**config.mk**
```make
export PLATFORM = sky130hd
export DESIGN_NAME = perf_counter_mmio_flat
export DESIGN_NICKNAME = d
export VERILOG_FILES = /design/src/rtl/perf_pkg.sv /design/src/rtl/perf_counter_mmio_if.sv /design/src/rtl/perf_cnt64.sv /design/src/rtl/perf_counter_mmio.sv /design/src/flat_wrapper.sv
export SDC_FILE = /design/constraint.sdc
export NUM_CORES = 1
export LEC_CHECK = 0
export CAP_MARGIN = 20
export CORE_ASPECT_RATIO = 1.75
export CORE_UTILIZATION = 65
export CTS_BUF_LIST = sky130_fd_sc_hd__clkbuf_4
export DETAILED_ROUTE_END_ITERATION = 16
export HOLD_SLACK_MARGIN = 0.06
export PLACE_DENSITY = 0.85
export SYNTH_ARGS = -nofsm -noshare
export SYNTH_HDL_FRONTEND = slang
export SYNTH_HIERARCHICAL = 1
export SYNTH_SLANG_ARGS = --single-unit
```
**constraint.sdc**
```tcl
create_clock -name i_clk -period 4.05 [get_ports i_clk]
set_input_delay 1.0125 -clock i_clk [delete_from_list [all_inputs] [get_ports i_clk]]
set_output_delay 1.0125 -clock i_clk [all_outputs]
set_load 0.05 [all_outputs]
```
**src/rtl/perf_pkg.sv**
```systemverilog
// Shared offsets, widths and event indices for the performance-counter block.
package perf_pkg;

  localparam int unsigned CNT_W_DEF = 64;
  localparam int unsigned ADDR_W    = 8;
  localparam int unsigned DATA_W    = 32;
  localparam int unsigned NUM_EVT   = 4;

  // Register byte offsets
  localparam logic [ADDR_W-1:0] PERF_CTRL    = 8'h00;
  localparam logic [ADDR_W-1:0] PERF_CYC_LO  = 8'h04;
  localparam logic [ADDR_W-1:0] PERF_CYC_HI  = 8'h08;
  localparam logic [ADDR_W-1:0] PERF_INSN_LO = 8'h0C;
  localparam logic [ADDR_W-1:0] PERF_INSN_HI = 8'h10;
  localparam logic [ADDR_W-1:0] PERF_CTRL_LO = 8'h14;
  localparam logic [ADDR_W-1:0] PERF_CTRL_HI = 8'h18;
  localparam logic [ADDR_W-1:0] PERF_MISP_LO = 8'h1C;
  localparam logic [ADDR_W-1:0] PERF_MISP_HI = 8'h20;

  // Counter slot index
  typedef enum logic [1:0] {
    EVT_CYC  = 2'd0,
    EVT_INSN = 2'd1,
    EVT_CTRL = 2'd2,
    EVT_MISP = 2'd3
  } perf_evt_e;

endpackage

```
**src/rtl/perf_counter_mmio_if.sv**
```systemverilog
// Peripheral-bus view of the performance counters (LSU side is master).
interface perf_counter_mmio_if;
  import perf_pkg::*;

  logic              i_cs;
  logic              i_we;
  logic [ADDR_W-1:0] i_addr;
  logic [DATA_W-1:0] i_wdata;
  logic [DATA_W-1:0] o_rdata;
  logic              o_rvalid;
  logic              o_err;

  modport master (
    output i_cs, i_we, i_addr, i_wdata,
    input  o_rdata, o_rvalid, o_err
  );

  modport slave (
    input  i_cs, i_we, i_addr, i_wdata,
    output o_rdata, o_rvalid, o_err
  );

endinterface

```
**src/rtl/perf_cnt64.sv**
```systemverilog
// One wide event counter with a HI-word shadow latched on LO reads.
module perf_cnt64
  import perf_pkg::*;
#(
  parameter int unsigned CNT_W = CNT_W_DEF
) (
  input  logic              i_clk,
  input  logic              i_reset,
  input  logic              i_clr,
  input  logic              i_en,
  input  logic              i_inc,
  input  logic              i_snap,
  output logic [DATA_W-1:0] o_lo,
  output logic [DATA_W-1:0] o_hi
);

  logic [CNT_W-1:0]  r_cnt;
  logic [DATA_W-1:0] r_shadow;

  // Count with priority reset > clear > increment; wraps silently
  always_ff @(posedge i_clk) begin
    if (i_reset || i_clr) begin
      r_cnt <= '0;
    end else if (i_en && i_inc) begin
      r_cnt <= r_cnt + CNT_W'(1);
    end
  end

  // Capture the upper bits alongside a LO read so HI reads are coherent
  always_ff @(posedge i_clk) begin
    if (i_reset || i_clr) begin
      r_shadow <= '0;
    end else if (i_snap) begin
      r_shadow <= DATA_W'(r_cnt[CNT_W-1:32]);
    end
  end

  assign o_lo = r_cnt[31:0];
  assign o_hi = r_shadow;

endmodule

```
**src/rtl/perf_counter_mmio.sv**
```systemverilog
// Memory-mapped pipeline performance counters: decode, CTRL and read response.
module perf_counter_mmio
  import perf_pkg::*;
#(
  parameter int unsigned CNT_W    = CNT_W_DEF,
  parameter bit          BASE_CHK = 1'b0
) (
  input  logic                i_clk,
  input  logic                i_reset,
  input  logic                i_insn_vld,
  input  logic                i_ctrl,
  input  logic                i_mispred,
  perf_counter_mmio_if.slave  bus,
  output logic                o_enable
);

  logic              r_enable;
  logic [DATA_W-1:0] r_rdata;
  logic              r_rvalid;
  logic              r_err;

  logic              w_mis;
  logic              w_rd;
  logic              w_rd_ok;
  logic              w_ctrl_wr;
  logic              w_clr;
  logic [ADDR_W-1:0] w_word;
  logic [DATA_W-1:0] w_rd_mux;
  logic [NUM_EVT-1:0] w_snap;
  logic [NUM_EVT-1:0] w_inc;
  logic [DATA_W-1:0] w_lo [NUM_EVT];
  logic [DATA_W-1:0] w_hi [NUM_EVT];
  logic              w_unused_wdata;

  // Access qualification; low address bits only matter when checking alignment
  assign w_mis     = BASE_CHK && (bus.i_addr[1:0] != 2'b00);
  assign w_word    = {bus.i_addr[ADDR_W-1:2], 2'b00};
  assign w_rd      = bus.i_cs && !bus.i_we;
  assign w_rd_ok   = w_rd && !w_mis;
  assign w_ctrl_wr = bus.i_cs && bus.i_we && !w_mis && (w_word == PERF_CTRL);
  assign w_clr     = w_ctrl_wr && bus.i_wdata[1];
  assign w_unused_wdata = ^bus.i_wdata[DATA_W-1:2];

  // Event inputs per counter slot
  always_comb begin
    w_inc           = '0;
    w_inc[EVT_CYC]  = 1'b1;
    w_inc[EVT_INSN] = i_insn_vld;
    w_inc[EVT_CTRL] = i_ctrl;
    w_inc[EVT_MISP] = i_mispred;
  end

  // Shadow capture strobes for LO reads
  always_comb begin
    w_snap = '0;
    if (w_rd_ok) begin
      case (w_word)
        PERF_CYC_LO:  w_snap[EVT_CYC]  = 1'b1;
        PERF_INSN_LO: w_snap[EVT_INSN] = 1'b1;
        PERF_CTRL_LO: w_snap[EVT_CTRL] = 1'b1;
        PERF_MISP_LO: w_snap[EVT_MISP] = 1'b1;
        default:      w_snap = '0;
      endcase
    end
  end

  // Read data selection; unmapped offsets read zero
  always_comb begin
    w_rd_mux = '0;
    case (w_word)
      PERF_CTRL:    w_rd_mux = {31'b0, r_enable};
      PERF_CYC_LO:  w_rd_mux = w_lo[EVT_CYC];
      PERF_CYC_HI:  w_rd_mux = w_hi[EVT_CYC];
      PERF_INSN_LO: w_rd_mux = w_lo[EVT_INSN];
      PERF_INSN_HI: w_rd_mux = w_hi[EVT_INSN];
      PERF_CTRL_LO: w_rd_mux = w_lo[EVT_CTRL];
      PERF_CTRL_HI: w_rd_mux = w_hi[EVT_CTRL];
      PERF_MISP_LO: w_rd_mux = w_lo[EVT_MISP];
      PERF_MISP_HI: w_rd_mux = w_hi[EVT_MISP];
      default:      w_rd_mux = '0;
    endcase
  end

  // CTRL.enable; a write takes effect from the following cycle
  always_ff @(posedge i_clk) begin
    if (i_reset) begin
      r_enable <= 1'b1;
    end else if (w_ctrl_wr) begin
      r_enable <= bus.i_wdata[0];
    end
  end

  // One-cycle read response and misalignment strobe
  always_ff @(posedge i_clk) begin
    if (i_reset) begin
      r_rdata  <= '0;
      r_rvalid <= 1'b0;
      r_err    <= 1'b0;
    end else begin
      r_rvalid <= w_rd;
      r_err    <= bus.i_cs && w_mis;
      r_rdata  <= w_rd_ok ? w_rd_mux : '0;
    end
  end

  perf_cnt64 #(.CNT_W(CNT_W)) u_cnt_cyc (
    .i_clk (i_clk), .i_reset (i_reset), .i_clr (w_clr), .i_en (r_enable),
    .i_inc (w_inc[EVT_CYC]), .i_snap (w_snap[EVT_CYC]),
    .o_lo (w_lo[EVT_CYC]), .o_hi (w_hi[EVT_CYC])
  );

  perf_cnt64 #(.CNT_W(CNT_W)) u_cnt_insn (
    .i_clk (i_clk), .i_reset (i_reset), .i_clr (w_clr), .i_en (r_enable),
    .i_inc (w_inc[EVT_INSN]), .i_snap (w_snap[EVT_INSN]),
    .o_lo (w_lo[EVT_INSN]), .o_hi (w_hi[EVT_INSN])
  );

  perf_cnt64 #(.CNT_W(CNT_W)) u_cnt_ctrl (
    .i_clk (i_clk), .i_reset (i_reset), .i_clr (w_clr), .i_en (r_enable),
    .i_inc (w_inc[EVT_CTRL]), .i_snap (w_snap[EVT_CTRL]),
    .o_lo (w_lo[EVT_CTRL]), .o_hi (w_hi[EVT_CTRL])
  );

  perf_cnt64 #(.CNT_W(CNT_W)) u_cnt_misp (
    .i_clk (i_clk), .i_reset (i_reset), .i_clr (w_clr), .i_en (r_enable),
    .i_inc (w_inc[EVT_MISP]), .i_snap (w_snap[EVT_MISP]),
    .o_lo (w_lo[EVT_MISP]), .o_hi (w_hi[EVT_MISP])
  );

  assign bus.o_rdata  = r_rdata;
  assign bus.o_rvalid = r_rvalid;
  assign bus.o_err    = r_err;
  assign o_enable     = r_enable;

endmodule

```
**src/flat_wrapper.sv**
```systemverilog
// flat-port wrapper written by rule: the top's interface ports become plain ports
module perf_counter_mmio_flat import perf_pkg::*;
#(
  parameter int unsigned CNT_W    = CNT_W_DEF,
  parameter bit          BASE_CHK = 1'b0
)
  (i_clk, i_reset, i_insn_vld, i_ctrl, i_mispred, o_enable, bus_i_cs, bus_i_we, bus_i_addr, bus_i_wdata, bus_o_rdata, bus_o_rvalid, bus_o_err);
  perf_counter_mmio_if bus_i ();
  input  logic i_clk;
  input  logic i_reset;
  input  logic i_insn_vld;
  input  logic i_ctrl;
  input  logic i_mispred;
  output logic o_enable;
  input wire logic [$bits(bus_i.i_cs)-1:0] bus_i_cs;
  input wire logic [$bits(bus_i.i_we)-1:0] bus_i_we;
  input wire logic [$bits(bus_i.i_addr)-1:0] bus_i_addr;
  input wire logic [$bits(bus_i.i_wdata)-1:0] bus_i_wdata;
  output wire logic [$bits(bus_i.o_rdata)-1:0] bus_o_rdata;
  output wire logic [$bits(bus_i.o_rvalid)-1:0] bus_o_rvalid;
  output wire logic [$bits(bus_i.o_err)-1:0] bus_o_err;
  assign bus_i.i_cs = bus_i_cs;
  assign bus_i.i_we = bus_i_we;
  assign bus_i.i_addr = bus_i_addr;
  assign bus_i.i_wdata = bus_i_wdata;
  assign bus_o_rdata = bus_i.o_rdata;
  assign bus_o_rvalid = bus_i.o_rvalid;
  assign bus_o_err = bus_i.o_err;
  perf_counter_mmio #(.CNT_W(CNT_W), .BASE_CHK(BASE_CHK)) u_core (.i_clk(i_clk), .i_reset(i_reset), .i_insn_vld(i_insn_vld), .i_ctrl(i_ctrl), .i_mispred(i_mispred), .bus(bus_i), .o_enable(o_enable));
endmodule
```
==> run summary, run 1 <==
==========================================================================================
Number of fill cells                                                                  2381
Wire length after detailed routing                                            60200 microns
Overall die area                                                               32100 sq um
Rows                                                                                    85
Final HPWL from detailed placement                                            42600 microns
Worst Setup Path Type                                                         register to output port
Total area of multi-input combinational cells                                  10400 sq um
Startpoint types                                                                  register
Clock latency at the later pin of the worst-skew pair                              0.86 ns
GR Util met2                                                                         61.4%
Number of hold buffers added after cts                                                   0
Number of max-slew violations in the final report                                        0
Via count of the routed design                                                       17500
Number of nets at the end of the flow                                                 2275
Placeable core area                                                            30800 sq um
Worst hold path class                                                         register to register
Actual transition at the worst max-transition pin                                 0.953 ns
Switching power as a share of total power                                            24.4%
Arrival time at the worst endpoint                                                 2.23 ns
Most congested layer reported by global routing                                       met2
RSZ-0062 raised after global routing                                                 false
Die X                                                                          136 microns
Met1 capacity usage during global routing                                            42.3%
Initial Utilization                                                                  66.2%
Vias in the first global route                                                       16700
Ports placed on the boundary                                                            82
Combinational group share of total power                                              2.7%
First-pass GRT wire length                                                    92000 microns
Weighted congestion at the end of routability-driven global placement                 1.01
Fraction of layout cells with a size suffix above 1                                  11.9%
Power per cell area                                                            356 nW/um^2
Final number of setup-violating endpoints                                                0
Result of the run                                                             finished clean
Internal Dissipation                                                               5790 uW
Per-instance average area after synthesis                                       8.95 sq um
Post-synth EDFFs                                                                         0
CTS root buf                                                                      clkbuf_4
Portion of the clock cycle consumed by the worst path in the final layout            80.2%
Total setup buffers inserted after CTS                                                   0
Proportion of synthesized area in mux cells                                          9.13%
Simple-gate share of the synthesized area                                            24.5%
Post-DR vias/cell                                                                     6.50
Post-Place Cell Area                                                           20300 sq um
GRT overflow                                                                             0
IR drop worst, VDD                                                                  272 uV
TritonCTS clock tree                                                                 built
TNS Setup                                                                             0 ns
CTS Buf Count                                                                           95
Synthesized cell area                                                          20400 sq um
Synth unique cells                                                                      57
Total area of sequential cells                                                  8370 sq um
Global-route met3 utilization                                                        8.32%
Number of synthesized register bits                                                    418
Max FO, Critical Path                                                                   12
Clock tree sinks                                                                       418
GRT Resource Usage Total                                                             37.9%
Pin count of the biggest net entering global routing                                    97
List of most frequent post-synthesis cells                                    418 x dfxtp_1, 280 x nor2_1, 184 x mux2i_1, 139 x buf_4, 136 x a21oi_1
Power share of the clock group                                                       43.4%
Count of max-cap constraint violations                                                   0
Part of the Yosys area used for sequential elements                                  41.0%
Gate Count Post-Synth                                                                 2282
Die Y                                                                          236 microns
WHS                                                                               0.496 ns
Antenna violations before repair                                                         2
DRC violations left                                                                      0
Required time of the worst setup path                                              3.04 ns
Number of hold violations in the final report                                            0
Capturing element type of the critical path                                    output port
Leading area contributor after synthesis                                           dfxtp_1
Total number of yosys warnings                                                           6
Final routed wire length divided by cell count                                22.3 microns
Cell area after layout                                                         21500 sq um
Achievable Freq                                                                    308 MHz
Period minus WS final                                                              3.25 ns
Count leader, synth                                                                dfxtp_1
Xor and xnor area share after synthesis                                              5.32%
Number of gates given a new drive strength after cts                                     0
Share of synthesized cell area in full adder, half adder and majority cells         0.245%
Fraction of post-synthesis cell area in the top cell type by area                    41.0%
Post-synthesis compound-gate area fraction                                           11.7%
Worst clock skew                                                                 0.0702 ns
Dominant combinational cell family by area after synthesis                    simple AND/OR/NAND/NOR gates
Tightest slew margin relative to the limit                                           34.7%
Sequential share of power                                                            53.9%
DR pass1 iterations                                                                      6
Worst-path clk slew                                                                0.07 ns
Routed Antenna Nets                                                                      0
Predominant post-synthesis flop cell                                               dfxtp_1
H-tree levels                                                                            3
# port buffers                                                                          48
Net switching component of the power                                               1870 uW
Clock tree buffer depth                                                                  3
Async set-reset flop share out of synthesis                                             0%
Leakage                                                                         0.00714 uW
Layout Area Growth over Synthesis                                                    5.28%
Synth area leaders                                                            dfxtp_1 41%, mux2i_1 9.0%, nor2_1 5.1%, buf_4 5.1%, xor2_1 4.3%
Initial DRC Count                                                                     1758
==========================================================================================
cell families (layout without fill, tap and decap cells):
group	Yosys count	in the layout
other	2	9
AO/OA/AOI/OAI	395	395
AND/OR/NAND/NOR	883	883
adder cells (fa/ha/maj)	4	4
flip-flops	418	418
XOR/XNOR	124	124
buffers and inverters	271	289
multiplexers	185	185
metrics by stage:
stage / instances / total power (uW) / utilization, % / setup slack (ns)
2_1_floorplan: 2286 / 4370 / - / 1.15
3_3_place_gp: 2518 / 4420 / 65.8 / 0.532
3_5_place_dp: 2518 / 4420 / 65.8 / 0.505
4_1_cts: 2695 / 7690 / 69.7 / 0.789
5_1_grt: 2698 / 7920 / 69.7 / 0.773
6_report: 2698 / 7650 / 69.7 / 0.803
final cells by class:
class / instances / area share, %
Timing Repair Buffer: 90 / 4.20
Antenna cell: 3 / 0.0349
Multi-Input combinational cell: 1597 / 48.6
Tap cell: 391 / 2.28
Sequential cell: 418 / 38.9
Clock inverter: 35 / 0.623
Inverter: 22 / 0.384
Clock buffer: 142 / 4.96
sequential cells by signal (all words and copies together), names as in the netlist:
register	cells
u_core/u_cnt_insn/r_cnt	64
u_core/u_cnt_ctrl/r_cnt	64
u_core/bus.o_rdata	32
u_core/u_cnt_cyc/r_cnt	64
u_core/u_cnt_misp/r_cnt	64
u_core/u_cnt_insn/o_hi	32
u_core/u_cnt_ctrl/o_hi	32
u_core/bus.o_rvalid	1
u_core/o_enable	1
u_core/u_cnt_misp/o_hi	32
u_core/u_cnt_cyc/o_hi	32
layer usage:
layer | vias to the layer above | share of wire (%) | wire length (microns)
met5 | - | 0 | 0
met4 | 0 | 8.3 | 5010
met3 | 229 | 8.1 | 4870
met2 | 825 | 48 | 28800
met1 | 8430 | 36 | 21600
li1 | 8064 | - | -
cell usage in the layout, fill, tap and decap left out, types with 22 or more instances in the layout:
cell type	count
nand4_1	96
or3_1	100
xor2_1	100
nor3_1	26
and3_1	32
nand3_1	109
o21ai_0	101
inv_1	22
a31oi_1	29
xnor2_1	24
a22oi_1	55
buf_4	33
nor2_1	278
a21oi_1	136
o31ai_1	29
nand2_1	90
mux2i_1	184
o22a_1	22
clkdlybuf4s50_1	47
clkbuf_4	142
clkinv_1	30
dfxtp_1	418
worst max-delay path: stages, from the launching register on:
cell             delay, ns
dfxtp_1               0.33
buf_4                 0.22
clkdlybuf4s50_1       0.84
final timing paths:
check	to	cells past startpoint	start	slack [ns]
max	o_enable	2	u_core/o_enable$_SDFFE_PP1N_	0.80
min	u_core/u_cnt_ctrl/r_cnt[63]$_SDFFE_PP0P_	2	u_core/u_cnt_ctrl/r_cnt[63]$_SDFFE_PP0P_	0.50
max reg2reg	u_core/u_cnt_insn/r_cnt[49]$_SDFFE_PP0P_	6	u_core/u_cnt_insn/r_cnt[10]$_SDFFE_PP0P_	1.05
min reg2reg	u_core/u_cnt_ctrl/r_cnt[63]$_SDFFE_PP0P_	2	u_core/u_cnt_ctrl/r_cnt[63]$_SDFFE_PP0P_	0.50
power groups by stage:
| stage | clock network [uW] | registers [uW] | logic [uW] |
|---|---|---|---|
| 4_1_cts | 3370 | 4130 | 199 |
| 3_5_place_dp | 0 | 4220 | 198 |
| 2_1_floorplan | 0 | 4220 | 146 |
| 3_3_place_gp | 0 | 4220 | 195 |
| 5_1_grt | 3580 | 4130 | 219 |
| 6_report | 3320 | 4130 | 207 |
(Power assumes the default switching activity.)
==> run 2, diff against run 1 <==
- CORE_UTILIZATION: 65 -> 57
- PLACE_DENSITY: 0.85 -> 0.79
- clock period: 4.05 -> 2.72 ns (I/O delays scaled with it)
==> run summary, run 2 (synthesis results as in run 1) <==
========================================================================================
DRC violations left                                                                    0
Routed Antenna Nets                                                                    0
Total setup buffers inserted after CTS                                                 0
Placeable core area                                                          35300 sq um
Worst-path clk slew                                                              0.06 ns
Fraction of layout cells with a size suffix above 1                                14.9%
Most common cell type on the critical path                                         buf_4
GRT Resource Usage Total                                                           32.4%
Number of max-slew violations in the final report                                      0
Leading cell types in the layout, fill and taps excluded                    418 x dfxtp_1, 278 x nor2_1, 184 x mux2i_1
Worst R2R End                                                               u_core/u_cnt_misp/r_cnt[60]$_SDFFE_PP0P_
TritonCTS clock tree                                                               built
Launch instance of the worst min-delay path                                 u_core/u_cnt_cyc/r_cnt[1]$_SDFFE_PP0P_
Count of max-cap constraint violations                                                 0
Pin count of the biggest net entering global routing                                  54
CTS Buf Count                                                                         93
DR pass1 iterations                                                                    5
Wire length after detailed routing                                          59600 microns
Total instance count after detailed placement                                       2680
Die Y                                                                        252 microns
Sequential share of power                                                          54.1%
Power share of the clock group                                                     42.8%
Actual transition at the worst max-transition pin                               0.703 ns
Combinational group share of total power                                            3.0%
Timing startpoint of the critical path                                      u_core/o_enable$_SDFFE_PP1N_
GRT overflow                                                                           0
Number of hold buffers added after cts                                                 0
Portion of the clock cycle consumed by the worst path in the final layout          97.6%
Weighted congestion at the end of routability-driven global placement              0.976
Clock latency at the later pin of the worst-skew pair                            0.84 ns
# port buffers                                                                        48
Startpoint types                                                                register
Worst clock skew                                                               0.0607 ns
Most common library cell in the layout ignoring fill and taps                    dfxtp_1
Final HPWL from detailed placement                                          44400 microns
Initial Utilization                                                                57.8%
Vias in the first global route                                                     16800
Number of gates given a new drive strength after cts                                   0
Clock tree sinks                                                                     418
Antenna violations before repair                                                       1
Ports placed on the boundary                                                          82
Number of hold violations in the final report                                          0
Count of buffer and inverter cells on the critical path                                3
Hold-critical path endpoint                                                 u_core/u_cnt_cyc/r_cnt[1]$_SDFFE_PP0P_
Count of placed standard cells in the final layout, fillers left out                2841
Capturing element type of the critical path                                  output port
Worst Setup Path Type                                                       register to output port
Result of the run                                                           finished clean
RSZ-0062 raised after global routing                                               false
FF-to-FF path depth                                                                    7
Arrival time at the worst endpoint                                               1.97 ns
Period minus WS final                                                            2.65 ns
H-tree levels                                                                          3
Die X                                                                        145 microns
Final routed wire length divided by cell count                              21.0 microns
Switching power as a share of total power                                          23.8%
Worst hold path class                                                       register to register
Overall die area                                                             36600 sq um
Max FO, Critical Path                                                                  9
Launch point of the worst reg-to-reg path                                   u_core/o_enable$_SDFFE_PP1N_
Tightest slew margin relative to the limit                                         51.8%
CTS root buf                                                                    clkbuf_4
Achievable Freq                                                                  377 MHz
Family with the most delay on the worst path                                buffers and inverters
Net switching component of the power                                             2700 uW
Power per cell area                                                          508 nW/um^2
CP Cell Sequence                                                            buf_4 -> buf_4 -> buf_4
First-pass GRT wire length                                                  91800 microns
Hold-critical path depth                                                               2
Flop-to-flop setup slack                                                         0.25 ns
Required time of the worst setup path                                            2.04 ns
Leakage                                                                       0.00760 uW
Initial DRC Count                                                                   1610
Layout Area Growth over Synthesis                                                  9.49%
Rows                                                                                  91
Internal Dissipation                                                             8660 uW
Clock tree buffer depth                                                                3
Post-DR vias/cell                                                                   6.17
IR drop worst, VDD                                                                382 uV
Worst stage delay on the critical path                                           0.51 ns
Final number of setup-violating endpoints                                              0
TNS Setup                                                                           0 ns
Crit-path slowest cell                                                           dfxtp_1
Number of nets at the end of the flow                                               2361
Via count of the routed design                                                     17500
========================================================================================
run 2: final cells by class:
class                           count  area (sq um)
Antenna cell                        1          2.50
Clock buffer                      131           983
Clock inverter                     29           165
Fill cell                        3022         12900
Inverter                           22          82.6
Multi-Input combinational cell   1597         10400
Sequential cell                   418          8370
Tap cell                          465           582
Timing Repair Buffer              178          1720
run 2: worst max-delay path by stage:
| stage | endpoint | slack (ns) | cells after the start |
|---|---|---|---|
| after floorplan | u_core/u_cnt_cyc/o_hi[10]$_SDFFE_PP0P_ | 0.15 | 7 |
| after global placement | u_core/bus.o_rdata[20]$_SDFF_PP0_ | -0.19 | 7 |
| after detailed placement | u_core/u_cnt_insn/r_cnt[49]$_SDFFE_PP0P_ | -0.22 | 7 |
| after CTS | bus_o_rdata[2] | 0.01 | 1 |
| after global routing | o_enable | 0.02 | 3 |
| final | o_enable | 0.07 | 3 |
run 2: worst register-to-register path, stage by stage (launching register included):
cell and delay, ns:
dfxtp_1 0.51, buf_4 0.26, and4_1 0.24, nor3b_4 0.30, buf_4 0.26, nand4_4 0.25
or3_1 0.43, a21oi_1 0.16
run 2: layer usage:
metal / up-vias / GRT usage, % / routed length [microns]
li1: 8216 / - / -
met5: - / 0 / 0
met1: 8397 / 34.2 / 21500
met4: 0 / 31.0 / 5880
met3: 226 / 5.92 / 3680
met2: 689 / 54.1 / 28500
run 2: power groups by stage:
| stage | clock network, uW | logic, uW | registers [uW] |
|---|---|---|---|
| final | 4870 | 345 | 6140 |
| after global routing | 5270 | 365 | 6140 |
| after CTS | 4960 | 341 | 6140 |
| after detailed placement | 0 | 340 | 6290 |
| after global placement | 0 | 334 | 6290 |
| after floorplan | 0 | 218 | 6280 |
run 2: per-stage QoR:
step           total power, uW  util, %  cell area [sq um]  setup slack (ns)  hold slack (ns)
2_1_floorplan             6500        -              20400             0.154            0.455
3_3_place_gp              6620     60.1              21200            -0.192            0.466
3_5_place_dp              6630     60.1              21200            -0.224            0.485
4_1_cts                  11400     63.3              22300           0.00959            0.497
5_1_grt                  11800     63.3              22400            0.0175            0.515
6_report                 11400     63.3              22400            0.0651            0.497
